$ cat config.mk
export PLATFORM = sky130hd
export DESIGN_NAME = iq_avg_snapshot_ctrl
export DESIGN_NICKNAME = d
export VERILOG_FILES = /design/src/rtl/iq_avg_snapshot_ctrl.sv
export SDC_FILE = /design/constraint.sdc
export NUM_CORES = 1
export LEC_CHECK = 0
export ABC_AREA = 1
export CAP_MARGIN = 25
export CORE_MARGIN = 2
export CORE_UTILIZATION = 50
export CTS_CLUSTER_DIAMETER = 120
export DETAILED_ROUTE_END_ITERATION = 7
export PLACE_DENSITY_LB_ADDON = 0.05
export RECOVER_POWER = 100
export SLEW_MARGIN = 15
export SYNTH_ARGS = -nofsm -noshare
export SYNTH_HDL_FRONTEND = slang
export SYNTH_SLANG_ARGS = --single-unit
$ cat constraint.sdc
create_clock -name clk -period 5.8 [get_ports clk]
set_input_delay 1.16 -clock clk [delete_from_list [all_inputs] [get_ports clk]]
set_output_delay 1.16 -clock clk [all_outputs]
set_load 0.05 [all_outputs]
$ cat src/rtl/iq_avg_snapshot_ctrl.sv
// Fabric-side (port A) write sequencer for the IQ-average snapshot BRAM.
// Arm, wait for a qualified trigger, write a programmed burst from address 0, then freeze.
module iq_avg_snapshot_ctrl #(
    parameter int ADDR_WIDTH = 10,
    parameter int DATA_WIDTH = 32
) (
    input  logic                  clk,
    input  logic                  rst,
    input  logic                  arm,
    input  logic                  trig,
    input  logic [ADDR_WIDTH:0]   length,
    input  logic [DATA_WIDTH-1:0] din,
    input  logic                  din_valid,
    output logic                  bram_we,
    output logic                  bram_en_a,
    output logic [ADDR_WIDTH-1:0] bram_addr,
    output logic [DATA_WIDTH-1:0] bram_wr_data,
    output logic                  busy,
    output logic                  done,
    output logic [ADDR_WIDTH:0]   words_written
);

    typedef enum logic [1:0] {
        S_IDLE,
        S_ARMED,
        S_CAPTURE,
        S_DONE
    } state_t;

    localparam logic [ADDR_WIDTH:0] DEPTH = {1'b1, {ADDR_WIDTH{1'b0}}};

    state_t              state;
    logic                arm_q;
    logic                arm_evt;
    logic [ADDR_WIDTH:0] len_r;
    logic [ADDR_WIDTH:0] len_eff;
    logic [ADDR_WIDTH:0] count;
    logic [ADDR_WIDTH:0] count_nxt;

    assign arm_evt       = arm & ~arm_q;
    assign bram_en_a     = bram_we;
    assign words_written = count;

    // Zero and anything beyond the buffer both mean a full-depth capture, so addresses never wrap.
    always_comb begin
        len_eff   = len_r;
        count_nxt = count + 1'b1;
        if (len_r == '0 || len_r > DEPTH) begin
            len_eff = DEPTH;
        end
    end

    always_ff @(posedge clk or posedge rst) begin
        if (rst) begin
            state        <= S_IDLE;
            arm_q        <= 1'b1;
            len_r        <= '0;
            count        <= '0;
            bram_we      <= 1'b0;
            bram_addr    <= '0;
            bram_wr_data <= '0;
            busy         <= 1'b0;
            done         <= 1'b0;
        end else begin
            arm_q   <= arm;
            bram_we <= 1'b0;
            // Status flags decode the state one cycle late so done follows the last write strobe.
            busy    <= (state == S_ARMED) || (state == S_CAPTURE);
            done    <= (state == S_DONE);
            case (state)
                S_IDLE, S_DONE: begin
                    if (arm_evt) begin
                        len_r <= length;
                        count <= '0;
                        state <= S_ARMED;
                    end
                end
                S_ARMED: begin
                    if (din_valid && trig) begin
                        bram_we      <= 1'b1;
                        bram_addr    <= '0;
                        bram_wr_data <= din;
                        count        <= count_nxt;
                        state        <= (count_nxt == len_eff) ? S_DONE : S_CAPTURE;
                    end
                end
                S_CAPTURE: begin
                    if (din_valid) begin
                        bram_we      <= 1'b1;
                        bram_addr    <= count[ADDR_WIDTH-1:0];
                        bram_wr_data <= din;
                        count        <= count_nxt;
                        if (count_nxt == len_eff) begin
                            state <= S_DONE;
                        end
                    end
                end
                default: state <= S_IDLE;
            endcase
        end
    end

endmodule

==> metrics.yaml <==
outcome:
  status: "finished with violations"
  violations: "max-capacitance violations, max-slew violations"
logic_synthesis:
  synthCells: 390
  syn_avg_cell_area_um2: 8.495
  async_reset_ff_share_pct: 100.0
  ys_ff_latch: 70
  synth_top_area_share_pct: 52.11
  yosys_warnings: 0
  ys.flop_type: "dfrtp_1"
  synth_nets: 442
  synthSimpleGateAreaFrac_pct: 30.32
  yosysTopAreaCell: "dfrtp_1"
  synth_compound_area_share_pct: 5.740
  synth_commonest_cells: "nand2_1 (167), dfrtp_1 (69), inv_1 (28)"
  synth_top_family_by_area: "simple AND/OR/NAND/NOR gates"
  yosys.area_share.xor_xnor_pct: 0.7931
  synth-adder-area-share_pct: 1.511
  synth.distinct_cells: 33
  synthTopCellsByArea: "dfrtp_1 (52%), nand2_1 (19%), mux2_2 (3.4%), inv_1 (3.2%), nand3_1 (3.0%)"
  synth_most_common_cell: "nand2_1"
  muxShareOfSynthArea_pct: 3.399
  synth_edf_count: 0
  yosysSeqAreaShare_pct: 52.91
  syn-cell-area_um2: 3313
sta:
  rsz0062_at_grt: "no"
  slew_violations: 60
  fmaxAchievable_mhz: 266.8
  slew_headroom_pct: -14.38
  setup_viol: 0
  fin_skew_ns: 0.01146
  min_period_ns: 3.748
  whs_ns: 0.4674
  hold_violations: 0
  final.setup.tns_ns: 0
  finalCritPeriodShare_pct: 64.62
  tightest_slew_ns: 1.714
clock_network:
  cts_hold_buf: 0
  cts-root-buf: "clkbuf_8"
  cts_tree: "done"
  numCtsBuffers: 9
  cts_num_sinks: 70
  post_cts_buffers: 0
  cts_max_path_buffers: 2
  clk_pin_slew_worst_paths_ns: 0.07
  ctsHtreeMaxLevel: 3
  cts_resized: 0
  clock_latency_ns: 0.35
worst_hold_path:
  min_path_type: "reg -> reg"
  hold_path_end: "bram_wr_data[8]"
  hold_start: "bram_wr_data[8]"
  holdPathStages: 2
finish:
  stdcell_area_um2: 4593
  multi_input_area_um2: 1380
  fill_cells: 516
  utilization_pct: 71.92
  area_growth_pct: 38.63
  drive_above_1_share_pct: 10.00
  seq_area_um2: 1753
  diodes: 0
  nets: 547
detailed_routing:
  drcViolationCount: 0
  drt_wl_total_mm: 7.561
  antenna_left: 0
  dr.pass1.iters: 4
  num_vias: 2894
  drt_iter0_drc: 132
  via_per_inst: 5.016
  wire_per_inst_um: 13.10
worst_setup_path:
  reg2reg_depth: 8
  cp_max_fo: 59
  path_cells: "dlygate4sd3_1 -> inv_1 -> a21oi_1 -> a21oi_1 -> nor2_2 -> buf_4 -> inv_1 -> o21ai_0"
  rr_startpoint: "state[0]"
  crit_type: "in -> reg"
  ff2ff_setup_slack_ns: 2.63
  path_delay_family: "buffers and inverters"
  r2r_end: "words_written[5]"
  crit_arrival_ns: 3.90
  critPathBufInv: 4
  crit_start: "din_valid"
  worst_ep_required_time_ns: 5.95
  max_stage_delay_ns: 1.26
  crit_path_end_kind: "register"
  crit_path_top_delay_cell: "inv_1"
  critical_path.startpoint_type: "primary input"
global_route:
  use_met3_pct: 6.128
  grt_usage_pct: 21.62
  grt.overflow.total: 0
  grt_start_max_net_pins: 71
  gr-usage-met2_pct: 33.03
  grt_use_met1_pct: 29.22
  busiest_layer: "met2"
  antenna_found_initial: 0
  grt_pass1_vias: 2596
  grt_pass1_wl_mm: 12.32
flow_run:
  cap_violations: 1
power:
  swShare_pct: 52.26
  p_seq_share_pct: 28.2
  p_int_mw: 1.462
  total_power_mw: 3.062
  power_density_nw_per_um2: 666.6
  vdd_drop_max_mv: 0.5329
  leakage_nw: 2.301
  clkPwrFrac_pct: 12.3
  p_switching_mw: 1.600
  pwr-share-comb_pct: 59.5
floorplanning:
  core_area_um2: 6386
  start_util_pct: 51.88
  die_h_um: 85.40
  std_cell_rows: 29
  fp.dieW_um: 85.40
  dieArea_um2: 7293
  io_pins: 105
place:
  dpl.hpwl_mm: 5.410
  globalplace.congestion: 0.8003
  port_buffers: 104
  placed_area_um2: 4413
metal layers:
| layer | wire (µm) | share of wire, % | up-vias |
|---|---|---|---|
| met5 | 0 | 0 | - |
| met3 | 568 | 7.5 | 10 |
| met4 | 118 | 1.6 | 0 |
| met1 | 3412 | 45 | 1334 |
| li1 | - | - | 1455 |
| met2 | 3461 | 46 | 95 |
cell usage in the layout, fill, tap and decap left out, types with 2 or more instances in the layout:
| cell type | synthesis | final |
|---|---|---|
| nand2_1 | 167 | 167 |
| dfrtp_1 | 69 | 69 |
| dlygate4sd3_1 | 0 | 60 |
| clkdlybuf4s50_1 | 0 | 44 |
| inv_1 | 28 | 28 |
| nand3_1 | 20 | 20 |
| nor2_1 | 14 | 14 |
| mux2_2 | 10 | 10 |
| clkbuf_8 | 0 | 9 |
| nand4_1 | 8 | 8 |
| o31ai_1 | 7 | 7 |
| o22ai_1 | 7 | 7 |
| a21oi_1 | 5 | 6 |
| nand3_2 | 6 | 6 |
| nand2_2 | 6 | 6 |
| o21ai_0 | 4 | 4 |
| ha_1 | 4 | 4 |
| nor2_2 | 3 | 3 |
| inv_2 | 4 | 3 |
| clkbuf_1 | 7 | 3 |
| clkinv_1 | 1 | 2 |
| nor3_1 | 2 | 2 |
| nor2_4 | 2 | 2 |
| xor2_1 | 2 | 2 |
| clkinv_2 | 0 | 2 |
| buf_4 | 1 | 2 |
registers in the layout (all words and copies together), names as in the netlist:
register       count
state              2
arm_q              1
busy               1
len_r             11
done               1
words_written     11
bram_en_a          1
bram_addr         10
bram_wr_data      32
metrics by stage:
stage | cells | setup slack [ns]
2_1_floorplan | 390 | 2.873
3_3_place_gp | 561 | 2.461
3_5_place_dp | 561 | 2.418
4_1_cts | 577 | 2.775
5_1_grt | 577 | 1.702
6_report | 577 | 2.052
final cells by class:
class / instances / area share [%]
sequential: 70 / 38.16
multi-input combinational: 275 / 30.05
timing repair buffer: 106 / 22.99
clock buffer: 12 / 2.942
inverter: 33 / 2.697
tap: 77 / 2.098
clock inverter: 4 / 1.062
power groups by stage:
stage / registers (mW) / logic (mW) / clock network, mW
after global routing: 0.897 / 1.97 / 0.413
final: 0.863 / 1.82 / 0.376
after floorplan: 1.43 / 0.784 / 0
after global placement: 0.874 / 1.86 / 0
after detailed placement: 0.878 / 1.89 / 0
after CTS: 0.872 / 1.89 / 0.384
worst min-delay path: stages (launching register included):
cell	delay, ns
dfrtp_1	0.34
nand2_1	0.05
nand2_1	0.05
logic make-up after synthesis:
kind of cell | after synthesis
multiplexers | 10
adder cells (fa/ha/maj) | 4
AND/OR/NAND/NOR | 230
buffers and inverters | 45
flip-flops | 70
XOR/XNOR | 3
AO/OA/AOI/OAI | 28
worst max path at each step:
stage | to | slack (ns) | cells after the start
after CTS | words_written[5] | 2.78 | 8
final | words_written[5] | 2.05 | 8
after global routing | words_written[5] | 1.70 | 8
after floorplan | bram_addr[0] | 2.87 | 1
after global placement | words_written[5] | 2.46 | 8
after detailed placement | words_written[5] | 2.42 | 8
No activity file was read; power rests on OpenSTA's default activity.
==> RTL change: new RTL, config.mk and constraints unchanged <==
Encoding of `state_t`: now one-hot (4 bits for 4 states).
--- a/src/rtl/iq_avg_snapshot_ctrl.sv
+++ b/src/rtl/iq_avg_snapshot_ctrl.sv
@@ -21,9 +21,9 @@
 );
 
-    typedef enum logic [1:0] {
-        S_IDLE,
-        S_ARMED,
-        S_CAPTURE,
-        S_DONE
+    typedef enum logic [3:0] {
+        S_IDLE    = 4'b0001,
+        S_ARMED   = 4'b0010,
+        S_CAPTURE = 4'b0100,
+        S_DONE    = 4'b1000
     } state_t;
 
Check against the original RTL: same outputs for any inputs over 10 cycles, from zero or initial values and one cycle with rst high; not proved beyond that.
==> RTL change against the original RTL <==
The flow still finishes with violations (capacitance limit, slew limit); cell area is 0.63% higher; area after synthesis is 0.68% lower; register-to-register slack worse by 90 ps; setup slack worse by 66 ps; die area is 0.64% lower; total power is 19% lower; wire length is 3.7% higher; sequential cell count is 2 higher; critical path depth is 2 lower; non-clock buffer count is 1 higher; critical path type unchanged; critical endpoint is now words_written[0]$_DFFE_PP0P_.
==> RTL change: results (changes against the original RTL) <==
.. list-table::
   :header-rows: 1

   * - Metric
     - Value
   * - Status
     - complete, but fails checks (unchanged)
   * - Number of distinct standard cells referenced by the synthesized netlist
     - 32 (was 33)
   * - Post-layout worst setup margin
     - 1986 ps (was 2052 ps)
   * - Launch point of the worst hold path
     - bram_wr_data[29]$_DFFE_PP0P_ (was bram_wr_data[8]$_DFFE_PP0P_)
   * - Non-clock buffer total of the final layout
     - 107 (was 106)
   * - Half-perimeter wire length of the detailed placement result
     - 5535 um (was 5410 um)
   * - R2R Path Start
     - state[0]$_DFFE_PP1P_ (was state[0]$_DFFE_PP0P_)
   * - Wire length the detailed router placed on met1
     - 3227 um (was 3412 um)
   * - Relative slew margins
     - -20.44% (was -14.38%)
   * - Share of final layout cell area taken by non-clock buffers
     - 22.77% (was 22.99%)
   * - R2R Setup Slk
     - 2540 ps (was 2630 ps)
   * - Multi-input gate share of the layout cell area
     - 27.50% (was 30.05%)
   * - Sequential area share after synthesis
     - 54.83% (was 52.91%)
   * - Number of multi-input combinational cells in the layout
     - 269 (was 275)
   * - Clock network area share
     - 5.847% (was 4.004%)
   * - Mux share of post-synthesis cell area
     - 2.738% (was 3.399%)
   * - GR met2 Demand/Resource
     - 38.92% (was 33.03%)
   * - Number of slew-limit violations in the final report
     - 73 (was 60)
   * - Destination of the worst hold path
     - bram_wr_data[29]$_DFFE_PP0P_ (was bram_wr_data[8]$_DFFE_PP0P_)
   * - First-pass GRT wire length
     - 13280 um (was 12320 um)
   * - Via count of the first global-routing pass
     - 2959 (was 2596)
   * - Number of synthesized register bits
     - 72 (was 70)
   * - Max Cap Viol
     - 3 (was 1)
   * - Violations in the final reports
     - capacitance limit, slew limit (unchanged)
   * - Worst slack, placed
     - 2321 ps (was 2418 ps)
   * - GRT met1 Usage
     - 26.62% (was 29.22%)
   * - Violation count after the first detailed-routing iteration
     - 108 (was 132)
## RTL change: worst reg2reg max path, stage by stage, from the launching register on
cell and delay [ps]:
sky130_fd_sc_hd__dfstp_1 630, sky130_fd_sc_hd__inv_1 80, sky130_fd_sc_hd__nand2_1 70, sky130_fd_sc_hd__nor3_1 80, sky130_fd_sc_hd__nand2_1 280, sky130_fd_sc_hd__nand2_1 130
sky130_fd_sc_hd__inv_1 1070, sky130_fd_sc_hd__nand2_1 550, sky130_fd_sc_hd__o21ai_0 300
## RTL change: power by group
part	switching [W]	internal, W
Sequential	0.000126	0.000681
Combinational	0.000787	0.000357
Clock	0.000187	0.000342
## RTL change: stage by stage
stage | power (W) | instance area (um2) | instances
floorplan | 0.001624 | 3291 | 388
finish | 0.002481 | 4622 | 575
global route | 0.002621 | 4622 | 575
global placement | 0.002004 | 4373 | 558
CTS | 0.002562 | 4643 | 574
detailed placement | 0.002025 | 4373 | 558
